**src/rtl/snn_pkg.sv**
```systemverilog
// Shared types and constants for the image column streamer.
package snn_pkg;

  localparam int JTAG_WORD_W = 32;

  typedef enum logic [1:0] {
    IDLE   = 2'd0,
    LOAD   = 2'd1,
    STREAM = 2'd2
  } state_t;

  // Counter width that stays legal when the count range collapses to one value.
  function automatic int clog2_min1(input int value);
    return (value > 1) ? $clog2(value) : 1;
  endfunction

endpackage

```
**src/rtl/image_column_streamer_next_edge_sync.sv**
```systemverilog
// Two-flop synchroniser for the JTAG "next" level plus a one-cycle rising-edge pulse.
module next_edge_sync (
  input  logic clk,
  input  logic rst_n,
  input  logic async_in,
  output logic rise
);

  logic meta_q;
  logic sync_q;
  logic prev_q;

  always_ff @(posedge clk or negedge rst_n) begin
    if (!rst_n) begin
      meta_q <= 1'b0;
      sync_q <= 1'b0;
      prev_q <= 1'b0;
    end else begin
      meta_q <= async_in;
      sync_q <= meta_q;
      prev_q <= sync_q;
    end
  end

  // Clearing prev_q on reset lets a level already high after reset count as an edge.
  assign rise = sync_q & ~prev_q;

endmodule

```
**src/rtl/image_column_streamer.sv**
```systemverilog
// Loads a WIDTH x HEIGHT bit image from JTAG words, then streams it column by column.
// Optional IMG_REPEAT_EN presents the image REPEATS times back-to-back per run.
//
// state  | meaning
// IDLE   | waiting for the first word of an image
// LOAD   | collecting further words until last or the buffer is full
// STREAM | presenting one column per cycle to the network
module image_column_streamer
  import snn_pkg::*;
#(
  parameter int WIDTH   = 8,
  parameter int HEIGHT  = 7,
  parameter int REPEATS = 4
) (
  input  logic                   clk,
  input  logic                   rst_n,
  input  logic [JTAG_WORD_W-1:0] data_word,
  input  logic                   next,
  input  logic                   last,
  output logic [HEIGHT-1:0]      pixels,
  output logic                   pix_valid,
  output logic                   start,
  output logic                   ready,
  output logic                   busy,
  output logic                   done,
  output logic                   err
);

  localparam int NBITS  = WIDTH * HEIGHT;
  localparam int NWORDS = (NBITS + JTAG_WORD_W - 1) / JTAG_WORD_W;
  localparam int CW     = clog2_min1(WIDTH);
  localparam int IW     = clog2_min1(NWORDS + 1);

  localparam logic [CW-1:0] COL_LAST = CW'(WIDTH - 1);
  localparam logic [IW-1:0] IDX_LAST = IW'(NWORDS - 1);

  state_t           state_q;
  state_t           state_d;
  logic [IW-1:0]    idx_q;
  logic [CW-1:0]    col_q;
  logic [NBITS-1:0] img_q;
  logic             done_q;
  logic             err_q;
  logic             next_rise;
  logic             first_pass;
  logic             run_end;

  next_edge_sync u_next_sync (
    .clk      (clk),
    .rst_n    (rst_n),
    .async_in (next),
    .rise     (next_rise)
  );

`ifdef IMG_REPEAT_EN
  localparam int            RW       = clog2_min1(REPEATS);
  localparam logic [RW-1:0] REP_LAST = RW'(REPEATS - 1);

  logic [RW-1:0] rep_q;

  assign first_pass = (rep_q == '0);
  assign run_end    = (col_q == COL_LAST) && (rep_q == REP_LAST);

  always_ff @(posedge clk or negedge rst_n) begin
    if (!rst_n) begin
      rep_q <= '0;
    end else if (state_q == STREAM && col_q == COL_LAST) begin
      rep_q <= run_end ? '0 : rep_q + 1'b1;
    end
  end
`else
  // REPEATS has no effect when only a single presentation is built.
  logic unused_repeats;
  assign unused_repeats = (REPEATS > 0);
  assign first_pass     = 1'b1;
  assign run_end        = (col_q == COL_LAST);
`endif

  always_ff @(posedge clk or negedge rst_n) begin
    if (!rst_n) begin
      state_q <= IDLE;
    end else begin
      state_q <= state_d;
    end
  end

  always_comb begin
    state_d = state_q;
    case (state_q)
      IDLE: begin
        if (next_rise) begin
          state_d = (last || NWORDS == 1) ? STREAM : LOAD;
        end
      end
      LOAD: begin
        if (next_rise && (last || idx_q == IDX_LAST)) begin
          state_d = STREAM;
        end
      end
      STREAM: begin
        if (run_end) begin
          state_d = IDLE;
        end
      end
      default: state_d = IDLE;
    endcase
  end

  // Bits beyond NBITS in the final word have no home in the buffer and drop out.
  always_ff @(posedge clk or negedge rst_n) begin
    if (!rst_n) begin
      img_q <= '0;
      idx_q <= '0;
    end else if (next_rise && state_q == IDLE) begin
      for (int k = 0; k < NBITS; k++) begin
        img_q[k] <= (k < JTAG_WORD_W) ? data_word[k % JTAG_WORD_W] : 1'b0;
      end
      idx_q <= IW'(1);
    end else if (next_rise && state_q == LOAD) begin
      for (int k = 0; k < NBITS; k++) begin
        if (IW'(k / JTAG_WORD_W) == idx_q) begin
          img_q[k] <= data_word[k % JTAG_WORD_W];
        end
      end
      idx_q <= idx_q + 1'b1;
    end
  end

  always_ff @(posedge clk or negedge rst_n) begin
    if (!rst_n) begin
      col_q  <= '0;
      done_q <= 1'b0;
      err_q  <= 1'b0;
    end else begin
      if (state_q == STREAM) begin
        col_q <= (col_q == COL_LAST) ? '0 : col_q + 1'b1;
      end
      done_q <= (state_q == STREAM) && run_end;
      if (state_q == STREAM && next_rise) begin
        err_q <= 1'b1;
      end
    end
  end

  always_comb begin
    ready     = (state_q == IDLE) || (state_q == LOAD);
    busy      = (state_q == STREAM);
    pix_valid = (state_q == STREAM);
    start     = (state_q == STREAM) && (col_q == '0) && first_pass;
    pixels    = '0;
    if (pix_valid) begin
      pixels = img_q[int'(col_q) * HEIGHT +: HEIGHT];
    end
  end

  assign done = done_q;
  assign err  = err_q;

endmodule

```
**config.mk**
```make
export PLATFORM = sky130hd
export DESIGN_NAME = image_column_streamer
export DESIGN_NICKNAME = d
export VERILOG_FILES = /design/src/rtl/snn_pkg.sv /design/src/rtl/image_column_streamer_next_edge_sync.sv /design/src/rtl/image_column_streamer.sv
export SDC_FILE = /design/constraint.sdc
export NUM_CORES = 1
export LEC_CHECK = 0
export CAP_MARGIN = 20
export CORE_AREA = 2 2 84 94
export CTS_CLUSTER_SIZE = 10
export DETAILED_ROUTE_END_ITERATION = 7
export DIE_AREA = 0 0 86 96
export MAX_ROUTING_LAYER = met4
export PLACE_DENSITY_LB_ADDON = 0.15
export SETUP_SLACK_MARGIN = 0.15
export SLEW_MARGIN = 10
export SYNTH_ARGS = -nofsm -noshare
export SYNTH_HDL_FRONTEND = slang
export SYNTH_SLANG_ARGS = --single-unit
```
**constraint.sdc**
```tcl
create_clock -name clk -period 1.8 [get_ports clk]
set_input_delay 0.36 -clock clk [delete_from_list [all_inputs] [get_ports clk]]
set_output_delay 0.36 -clock clk [all_outputs]
set_load 0.005 [all_outputs]
```
==> results of run 1 <==
==> power breakdown <==
part | internal [µW] | leakage (µW) | total (µW) | switching [µW]
Combinational | 2100 | 0.00114 | 3370 | 1270
Sequential | 2100 | 0.000846 | 2530 | 426
Clock | 889 | 0.000122 | 1470 | 581
==> flip-flops by register name (all words and copies together) (netlist names) <==
signal / count
img_q: 56
col_q: 3
idx_q: 2
state_q: 2
done: 1
err: 1
u_next_sync.meta_q: 1
u_next_sync.prev_q: 1
u_next_sync.sync_q: 1
==> cell usage after synthesis (all sizes together) <==
master	number
a21o	1
a21oi	2
a22o	24
a22oi	14
a31o	1
and2	1
and3	8
buf	13
clkbuf	2
dfrtp	68
ha	5
inv	8
mux2	32
mux2i	29
nand2	3
nand3	2
nor2	4
nor2b	3
nor3	1
nor3b	2
o21ai	4
o22ai	1
or2b	1
or3b	1
==> timing repair <==
action	4_1_cts	5_1_grt
gates cloned	2	0
buffers inserted	19	3
setup endpoints to repair	27	26
pin swaps	17	8
gates resized for setup	65	6
==> per-layer routing <==
layer  GRT usage  part of all wire  up-vias
li1            -                 -     1019
met2       0.326              0.50       51
met3      0.0429             0.049        8
met1       0.257              0.44     1111
met4       0.101             0.015        0
met5           -                 0        -
==> area by class of cell <==
cell class                 count  area share
clock inverter                 4      0.0159
multi-input combinational    139       0.323
timing repair buffer          89       0.204
inverter                       8     0.00683
sequential                    68       0.388
clock buffer                  12      0.0376
tap                           87      0.0248
==> metrics by stage <==
stage | utilization | hold WS [ns] | instances | TNS, ns
3_3_place_gp | 0.528 | 0.340 | 367 | -1.76
2_1_floorplan | - | 0.0644 | 230 | 0
5_1_grt | 0.601 | 0.0474 | 407 | -3.58
6_report | 0.601 | 0.0188 | 407 | -2.88
3_5_place_dp | 0.528 | 0.336 | 367 | -1.79
4_1_cts | 0.595 | 0.0387 | 404 | -2.91
==> placed cells by master, fill, tap and decap left out, types with 2 or more instances in the layout <==
cell type         n
mux2i_1          21
a22o_1           24
buf_4            22
buf_12            5
nor2_1            3
clkbuf_8         12
dfrtp_1          67
nor2b_2           2
a21oi_1           2
nand3_1           2
and3_1            8
clkdlybuf4s50_1  36
mux2_2            2
inv_1             7
bufinv_16         2
buf_16            2
buf_6            14
mux2_4           30
mux2i_2           7
ha_1              5
buf_2             8
o21ai_0           2
clkinv_2          2
a22oi_1          14
nand2_1           3
==> cells by family (layout without fill, tap and decap cells) <==
| logic type | after synthesis | after routing | synth area share |
|---|---|---|---|
| mux | 61 | 61 | 0.239 |
| compound gates | 47 | 47 | 0.117 |
| simple gates | 26 | 26 | 0.0497 |
| buf+inv | 23 | 113 | 0.0419 |
| fa+ha+maj | 5 | 5 | 0.0196 |
| flops | 68 | 68 | 0.532 |
==> worst min path at each step <==
stage,from,to,depth (start not counted)
after floorplan,rst_n,col_q[0],0
after global placement,u_next_sync.meta_q,u_next_sync.sync_q,0
after detailed placement,u_next_sync.meta_q,u_next_sync.sync_q,0
after CTS,rst_n,img_q[15],2
after global routing,rst_n,img_q[15],2
final,rst_n,img_q[15],2
==> out/qor.yml, run 1 <==
final_layout:
  fin_nets: 356
  drive_above_1_share: 0.372
  regArea_um2: 1700
  fillerInstances: 577
  antennaDiodeCount: 0
  multi_input_area_um2: 1420
  syn2layout_area_growth_pct: 37.5
  design_area_um2: 4390
clocking:
  cts_tree: "done"
  cts-htree-levels: 3
  numCtsBuffers: 9
  cts.reportedPaths.clkPinSlew_ns: 0.07
  clkSinkCount: 68
  clock_latency_ns: 0.35
  cts_hold_buf: 0
  root_buffer: "clkbuf_8"
  ctsLongestPathBuffers: 2
global_route:
  track_usage: 0.208
  grt_overflow: 0
  antenna_found_initial: 0
  grt_pass1_wl_um: 12300
  grt_max_degree: 69
  grt_pass1_vias: 2352
timing:
  worst_slack_ns: -0.450
  setup_viol: 8
  final-hold-violation-count: 0
  fin_skew_ns: 0.00424
  period_minus_slack_ns: 2.25
  fmax_ghz: 0.445
  fin_crit_sh: 1.25
  relSlewSlack: 0.753
  rsz0062_at_grt: "yes"
  tightest_slew_ns: 0.371
  drv_slew: 0
synth:
  yosys-top-cells-area: "dfrtp_1 (53%), mux2_4 (14%), mux2i_1 (9.1%)"
  yosysUniqueCellTypes: 29
  netlist_instances: 230
  synth_area_um2: 3200
  ys_seq_area_frac: 0.532
  synth_top_area_share: 0.532
  synth_warnings: 0
  synth_nets: 271
  synth_seq_cells: 68
  avgSynthCellArea_um2: 13.9
  yosys.area.top_type: "dfrtp_1"
pwr:
  ir_drop_mv: 0.823
  cellPowerDensity_nw_per_um2: 1680
  power_uw: 7370
  total_leakage_power_uw: 0.00210
setup_path:
  r2r-start: "state_q[1]"
  endpoint: "pixels[1]"
  cp.depth: 7
  start_kind: "flip-flop"
  crit_fanout: 5
  cp_slowest_cell: "dfrtp_2"
  worst-path-buf-inv: 4
  r2r_setup_slack_ns: 0.23
  crit_type: "reg2out"
  r2r_end: "img_q[18]"
  worstRegToRegCells: 5
  arrival_ns: 1.89
  slowest_delay_ns: 0.47
  critPathCaptureType: "output pin"
  cp.required_ns: 1.44
  cp-startpoint: "col_q[1]"
  crit_family: "buffers and inverters"
  path_cells: "buf_12, buf_16, buf_6, mux2i_4, a22oi_1, and3_1, buf_2"
detailed_routing:
  finalWirelength_um: 7550
  route.detailed.wl_per_inst_um: 18.5
  dr.pass1.iters: 4
  ant_nets: 0
  vias: 2189
  via_per_inst: 5.38
  initialDrtViolationCount: 114
  drc: 0
outcome:
  failed_checks: "negative setup slack"
  status: "complete, but fails checks"
min_path:
  hp-class: "in2async"
flow_run:
  cap_violations: 0
placed_design:
  gp_congestion: 0.847
  placed_cell_area_um2: 3860
  dp_slack_ns: -0.279
  portBuffers: 48
  hpwl_um: 4740
floorplanning:
  io-pin-count: 49
  initial_core_util: 0.437
  die_h_um: 96
  num_rows: 33
  die_w_um: 86
  design.core.area_um2: 7310
  die_area_um2: 8260
Power figures use the tool's default switching activity.
==> run 2: changes to the inputs <==
--- a/config.mk
+++ b/config.mk
@@ -10,7 +10,6 @@
 export CTS_CLUSTER_SIZE = 10
 export DETAILED_ROUTE_END_ITERATION = 7
 export DIE_AREA = 0 0 86 96
-export MAX_ROUTING_LAYER = met4
 export PLACE_DENSITY_LB_ADDON = 0.15
 export SETUP_SLACK_MARGIN = 0.15
 export SLEW_MARGIN = 10
==> run 2 against run 1 <==
  * The flow still finishes with violations (negative setup slack)
  * Combinational power barely moved
  * Power about the same
  * Global-route usage is 0.61 points lower
  * Wire length is 0.38% higher
  * Register-to-register slack barely moved
  * Critical endpoint unchanged
  * Largest cell class unchanged
==> out/qor.yml, run 2 (synthesis results as in run 1) <==
outcome:
  status: "complete, but fails checks"  # unchanged
  failed_checks: "negative setup slack"  # unchanged
placed_design:
  placed_cell_area_um2: 3860  # unchanged
  hpwl_um: 4740  # unchanged
  dp_slack_ns: -0.279  # unchanged
  portBuffers: 48  # unchanged
  gp_congestion: 0.834  # was 0.847
clocking:
  numCtsBuffers: 9  # unchanged
  clock_latency_ns: 0.34  # was 0.35 ns
  root_buffer: "clkbuf_8"  # unchanged
  ctsLongestPathBuffers: 2  # unchanged
  cts_tree: "done"  # unchanged
  clkSinkCount: 68  # unchanged
  cts.reportedPaths.clkPinSlew_ns: 0.07  # about the same
  cts-htree-levels: 3  # unchanged
floorplanning:
  die_w_um: 86  # unchanged
  io-pin-count: 49  # unchanged
  design.core.area_um2: 7310  # unchanged
  initial_core_util: 0.437  # unchanged
  die_area_um2: 8260  # unchanged
  num_rows: 33  # unchanged
  die_h_um: 96  # unchanged
setup_path:
  r2r-start: "state_q[1]"  # unchanged
  cp-startpoint: "col_q[1]"  # unchanged
  arrival_ns: 1.88  # was 1.89 ns
  crit_fanout: 5  # unchanged
  path_cells: "buf_12, buf_16, buf_6, mux2i_4, a22oi_1, and3_1, buf_2"  # unchanged
  slowest_delay_ns: 0.47  # about the same
  start_kind: "flip-flop"  # unchanged
  critPathCaptureType: "output pin"  # unchanged
  cp_slowest_cell: "dfrtp_2"  # unchanged
  cp.required_ns: 1.44  # about the same
  crit_family: "buffers and inverters"  # unchanged
  crit_type: "reg2out"  # unchanged
  worst-path-buf-inv: 4  # unchanged
min_path:
  hp-class: "in2async"  # unchanged
detailed_routing:
  dr.pass1.iters: 4  # unchanged
  drc: 0  # unchanged
  ant_nets: 0  # unchanged
  route.detailed.wl_per_inst_um: 18.6  # was 18.5 µm
  vias: 2199  # was 2189
  initialDrtViolationCount: 125  # was 114
  via_per_inst: 5.40  # was 5.38
  finalWirelength_um: 7580  # was 7550 µm
timing:
  final-hold-violation-count: 0  # unchanged
  fin_skew_ns: 0.00423  # was 0.00424 ns
  tightest_slew_ns: 0.383  # was 0.371 ns
  setup_viol: 8  # unchanged
  relSlewSlack: 0.745  # was 0.753
  fmax_ghz: 0.446  # was 0.445 GHz
  period_minus_slack_ns: 2.24  # was 2.25 ns
  fin_crit_sh: 1.25  # about the same
  setup_tns_ns: -2.88  # about the same
  drv_slew: 0  # unchanged
  hold_ws_ns: 0.00871  # was 0.0188 ns
  rsz0062_at_grt: "yes"  # unchanged
  worst_slack_ns: -0.444  # was -0.450 ns
global_route:
  grt_pass1_wl_um: 12300  # about the same
  grt_overflow: 0  # unchanged
  antenna_found_initial: 0  # unchanged
  grt_pass1_vias: 2352  # unchanged
  track_usage: 0.202  # was 0.208
  grt_max_degree: 69  # unchanged
final_layout:
  syn2layout_area_growth_pct: 37.5  # unchanged
  antennaDiodeCount: 0  # unchanged
  most-common-layout-cells: "dfrtp_1 (67), clkdlybuf4s50_1 (36), mux2_4 (30)"  # unchanged
  fillerInstances: 577  # unchanged
  multi_input_area_um2: 1420  # unchanged
  final_common_cell: "dfrtp_1"  # unchanged
  drive_above_1_share: 0.372  # unchanged
  fin_nets: 356  # unchanged
  largest_reg_flops: 56  # unchanged
  top_regs: "img_q x56, col_q x3"  # unchanged
  regArea_um2: 1700  # unchanged
  regMostFlops: "img_q"  # unchanged
  design_area_um2: 4390  # unchanged
pwr:
  ir_drop_mv: 0.823  # about the same
  swShare: 0.310  # was 0.309
  power_frac_seq: 0.343  # about the same
  p_clk_frac: 0.199  # was 0.200
  p_int_uw: 5090  # about the same
  total_leakage_power_uw: 0.00210  # unchanged
  p_switching_uw: 2280  # about the same
  cellPowerDensity_nw_per_um2: 1680  # about the same
  combPwrFrac: 0.458  # was 0.457
flow_run:
  cap_violations: 0  # unchanged
==> run 2: area by class of cell <==
type,count,area share
Sequential cell,68,0.388
Multi-Input combinational cell,139,0.323
Timing Repair Buffer,89,0.204
Clock buffer,12,0.0376
Tap cell,87,0.0248
Clock inverter,4,0.0159
Inverter,8,0.00683
==> run 2: timing repair <==
action / 4_1_cts / 5_1_grt
cloned: 2 / 0
setup buffers: 19 / 3
setup endpoints to repair: 27 / 26
hold buffers: 0 / 0
resized for setup: 65 / 6
pin swaps: 17 / 8
==> run 2: worst reg2reg max path: stages (launching register included) <==
cell     delay [ns]
dfrtp_1        0.38
buf_4          0.15
nor3b_4        0.30
o21ai_4        0.11
buf_6          0.20
mux2_4         0.32
==> run 2: power groups by stage <==
| stage | registers, µW | clock network, µW | logic, µW |
|---|---|---|---|
| 5_1_grt | 2590 | 1550 | 3640 |
| 2_1_floorplan | 2370 | 0 | 1820 |
| 3_5_place_dp | 2480 | 0 | 2760 |
| 3_3_place_gp | 2490 | 0 | 2720 |
| 4_1_cts | 2510 | 1500 | 3300 |
| 6_report | 2530 | 1470 | 3370 |
==> run 2: per-layer routing <==
| metal | wire [µm] | track usage |
|---|---|---|
| met3 | 331 | 0.0446 |
| met5 | 0 | 0 |
| met2 | 3760 | 0.326 |
| met1 | 3350 | 0.254 |
| met4 | 132 | 0.104 |
==> run 2: final timing paths <==
path,end,slack [ns],depth (start not counted)
max in group asynchronous,col_q[1],1.45,2
worst min-delay path,img_q[15],0.009,2
worst max register to register,img_q[12],0.24,5
worst min register to register,u_next_sync.sync_q,0.36,0
min in group clk,u_next_sync.sync_q,0.36,0
worst max-delay path,pixels[1],-0.44,7
==> run 2: through the flow <==
step,utilization,std cells,total power (µW)
after floorplan,-,230,4190
after global routing,0.601,407,7780
after CTS,0.595,404,7310
after global placement,0.528,367,5210
final,0.601,407,7370
after detailed placement,0.528,367,5240
==> run 3: changes to the inputs <==
--- a/config.mk
+++ b/config.mk
@@ -6,13 +6,16 @@
 export NUM_CORES = 1
 export LEC_CHECK = 0
 export CAP_MARGIN = 20
-export CORE_AREA = 2 2 84 94
+export CELL_PAD_IN_SITES_DETAIL_PLACEMENT = 1
+export CELL_PAD_IN_SITES_GLOBAL_PLACEMENT = 2
+export CORE_AREA = 2 2 94 105
 export CTS_CLUSTER_SIZE = 10
 export DETAILED_ROUTE_END_ITERATION = 7
-export DIE_AREA = 0 0 86 96
+export DIE_AREA = 0 0 96 107
 export PLACE_DENSITY_LB_ADDON = 0.15
 export SETUP_SLACK_MARGIN = 0.15
 export SLEW_MARGIN = 10
 export SYNTH_ARGS = -nofsm -noshare
 export SYNTH_HDL_FRONTEND = slang
+export SYNTH_HIERARCHICAL = 1
 export SYNTH_SLANG_ARGS = --single-unit
==> run 3 against run 2 <==
  * The run still ends with negative setup slack left
  * Synthesized area increased by 2.0%
  * First-iteration DRC count decreased by 13%
  * Die area increased by 24%
  * Largest power group unchanged
  * Register-to-register slack got worse by 0.04 ns
  * Global-route usage decreased by 1.3 points
  * Clock-buffer cell count unchanged
  * Highest routed layer unchanged
==> out/qor.yml, run 3 <==
final_layout:
  fin_nets: 381  # was 356
  syn2layout_area_growth_pct: 39.6  # was 37.5%
  regMostFlops: "img_q"  # unchanged
  drive_above_1_share: 0.350  # was 0.372
  final_util: 0.494  # was 0.601
  fillerInstances: 965  # was 577
  regArea_um2: 1700  # unchanged
  antennaDiodeCount: 0  # unchanged
  top_regs: "img_q x56, col_q x3"  # unchanged
  most-common-layout-cells: "dfrtp_1 (67), clkdlybuf4s50_1 (36), mux2_4 (31)"  # was dfrtp_1 (67), clkdlybuf4s50_1 (36), mux2_4 (30)
  multi_input_area_um2: 1530  # was 1420 µm²
  largest_reg_flops: 56  # unchanged
  final_common_cell: "dfrtp_1"  # unchanged
synth:
  synthArstFlopShare: 1.00  # unchanged
  synth_area_um2: 3260  # was 3200 µm²
  synth_nets: 298  # was 271
  synth_seq_cells: 68  # unchanged
  yosys.area.top_type: "dfrtp_1"  # unchanged
  synth_warnings: 6  # was 0
  avgSynthCellArea_um2: 12.7  # was 13.9 µm²
  yosys-top-cells-count: "dfrtp_1 (68), mux2_4 (30), mux2i_1 (29), nand2_1 (27)"  # was dfrtp_1 (68), mux2_4 (30), mux2i_1 (29), a22o_1 (24), a22oi_1 (14)
  netlist_instances: 257  # was 230
  synth_edf_count: 0  # unchanged
  yosysMostFrequentCell: "dfrtp_1"  # unchanged
  ys_seq_area_frac: 0.522  # was 0.532
  synth_top_area_share: 0.522  # was 0.532
  yosysUniqueCellTypes: 33  # was 29
  yosys-top-cells-area: "dfrtp_1 (52%), mux2_4 (14%), mux2i_1 (8.9%)"  # was dfrtp_1 (53%), mux2_4 (14%), mux2i_1 (9.1%)
  ys.flop_type: "dfrtp_1"  # unchanged
setup_path:
  crit_fanout: 6  # was 5
  arrival_ns: 1.80  # was 1.88 ns
  cp.required_ns: 1.44  # about the same
  cp_slowest_cell: "dfrtp_2"  # unchanged
  critPathCaptureType: "output pin"  # unchanged
  path_cells: "buf_6, buf_12, buf_6, mux2i_2, a22oi_2, and3_1, buf_2"  # was buf_12, buf_16, buf_6, mux2i_4, a22oi_1, and3_1, buf_2
  crit_type: "reg2out"  # unchanged
  slowest_delay_ns: 0.44  # was 0.47 ns
  crit_path_frequent_cell: "buf_6"
  start_kind: "flip-flop"  # unchanged
  r2r_setup_slack_ns: 0.20  # was 0.24 ns
detailed_routing:
  ant_nets: 0  # unchanged
  dr.pass1.iters: 4  # unchanged
  route.detailed.wl_per_inst_um: 19.9  # was 18.6 µm
  finalWirelength_um: 9160  # was 7580 µm
  drc: 0  # unchanged
  via_per_inst: 5.12  # was 5.40
  vias: 2354  # was 2199
  initialDrtViolationCount: 109  # was 125
pwr:
  combPwrFrac: 0.496  # was 0.458
  swShare: 0.337  # was 0.310
  p_int_uw: 4860  # was 5090 µW
  power_uw: 7330  # was 7370 µW
  p_switching_uw: 2470  # was 2280 µW
  cellPowerDensity_nw_per_um2: 1610  # was 1680 nW/µm²
  ir_drop_mv: 0.491  # was 0.823 mV
  total_leakage_power_uw: 0.00213  # was 0.00210 µW
  p_clk_frac: 0.155  # was 0.199
  power_frac_seq: 0.349  # was 0.343
timing:
  drv_slew: 0  # unchanged
  worst_slack_ns: -0.357  # was -0.444 ns
  rsz0062_at_grt: "yes"  # unchanged
  fmax_ghz: 0.464  # was 0.446 GHz
  tightest_slew_ns: 0.419  # was 0.383 ns
  fin_crit_sh: 1.20  # was 1.25
  final-hold-violation-count: 0  # unchanged
  period_minus_slack_ns: 2.16  # was 2.24 ns
  setup_viol: 8  # unchanged
  fin_skew_ns: 0.0108  # was 0.00423 ns
  relSlewSlack: 0.720  # was 0.745
floorplanning:
  die_area_um2: 10300  # was 8260 µm²
  design.core.area_um2: 9210  # was 7310 µm²
  initial_core_util: 0.354  # was 0.437
  io-pin-count: 49  # unchanged
  die_w_um: 96  # was 86 µm
  num_rows: 37  # was 33
  die_h_um: 107  # was 96 µm
outcome:
  failed_checks: "negative setup slack"  # unchanged
  status: "complete, but fails checks"  # unchanged
global_route:
  grt_max_degree: 25  # was 69
  grt_overflow: 0  # unchanged
  antenna_found_initial: 0  # unchanged
  track_usage: 0.189  # was 0.202
  grt_pass1_wl_um: 14300  # was 12300 µm
  grt_pass1_vias: 2620  # was 2352
clocking:
  numCtsBuffers: 9  # unchanged
  cts-htree-levels: 3  # unchanged
  root_buffer: "clkbuf_8"  # unchanged
  ctsLongestPathBuffers: 2  # unchanged
  clkSinkCount: 68  # unchanged
  clock_latency_ns: 0.34  # about the same
  cts.reportedPaths.clkPinSlew_ns: 0.07  # about the same
  cts_tree: "done"  # unchanged
placed_design:
  gp_congestion: 0.786  # was 0.834
  portBuffers: 48  # unchanged
  hpwl_um: 5910  # was 4740 µm
min_path:
  hp-class: "reg2reg"  # was in2async
flow_run:
  cap_violations: 0  # unchanged
run 3: power by group through the flow:
| stage | logic (µW) | clock network (µW) | registers [µW] |
|---|---|---|---|
| final | 3630 | 1140 | 2560 |
| after global routing | 3890 | 1260 | 2630 |
| after CTS | 3460 | 1190 | 2540 |
| after detailed placement | 2890 | 0 | 2500 |
| after global placement | 2820 | 0 | 2500 |
| after floorplan | 1870 | 0 | 2390 |
run 3: cell type report:
| cell class | instances | share of cell area |
|---|---|---|
| Inverter | 8 | 0.00660 |
| Sequential cell | 68 | 0.374 |
| Multi-Input combinational cell | 165 | 0.336 |
| Clock inverter | 2 | 0.00220 |
| Tap cell | 117 | 0.0322 |
| Clock buffer | 12 | 0.0363 |
| Timing Repair Buffer | 88 | 0.213 |
run 3: routing by layer:
layer	routed length, µm	part of all wire	GRT usage	vias up
met5	0	0	0	-
met2	4410	0.48	0.301	50
met4	223	0.024	0.0673	0
met1	4160	0.45	0.249	1207
met3	361	0.039	0.0450	15
li1	-	-	-	1082
run 3: through the flow:
step	instance area [µm²]	setup TNS, ns	cells	setup WS, ns	hold WS (ns)
floorplan	3260	0	257	0.299	0.0644
global placement	3980	-2.06	424	-0.331	0.324
detailed placement	3980	-2.39	424	-0.358	0.325
CTS	4420	-2.37	455	-0.356	0.366
global route	4550	-2.78	460	-0.407	0.386
finish	4550	-2.23	460	-0.357	0.361
run 3: worst max-delay path: cells and delay by family (launching register included):
family	cells	cell delay (ns)
simple gates	1	0.19
compound gates	1	0.12
mux	1	0.22
buf+inv	4	0.50
flops	1	0.44
run 3: what timing repair did:
| item | in CTS | in global routing |
|---|---|---|
| gates resized for setup | 66 | 11 |
| hold endpoints to repair | 13 | 0 |
| cloned | 3 | 2 |
| pin swaps | 18 | 9 |
| buffers inserted | 13 | 3 |
| hold buffers | 1 | 0 |
| endpoints found under the setup margin | 39 | 22 |
run 3: worst paths after layout:
path / depth (start not counted) / to / from
max in group asynchronous: 3 / col_q[0] / rst_n
max reg2reg: 6 / img_q[1] / state_q[1]
min: 0 / u_next_sync/sync_q / u_next_sync/meta_q
max: 7 / pixels[4] / col_q[1]
min reg2reg: 0 / u_next_sync/sync_q / u_next_sync/meta_q
min in group asynchronous: 2 / img_q[26] / rst_n
run 3: cells by family (layout without fill, tap and decap cells):
family | count (synthesis) | in the layout | share of synthesized area
muxes | 61 | 61 | 0.234
adders and majority gates | 5 | 5 | 0.0192
AOI/OAI and AO/OA | 47 | 47 | 0.102
DFF | 68 | 68 | 0.522
and+or+nand+nor | 52 | 52 | 0.0794
buffers and inverters | 24 | 110 | 0.0430
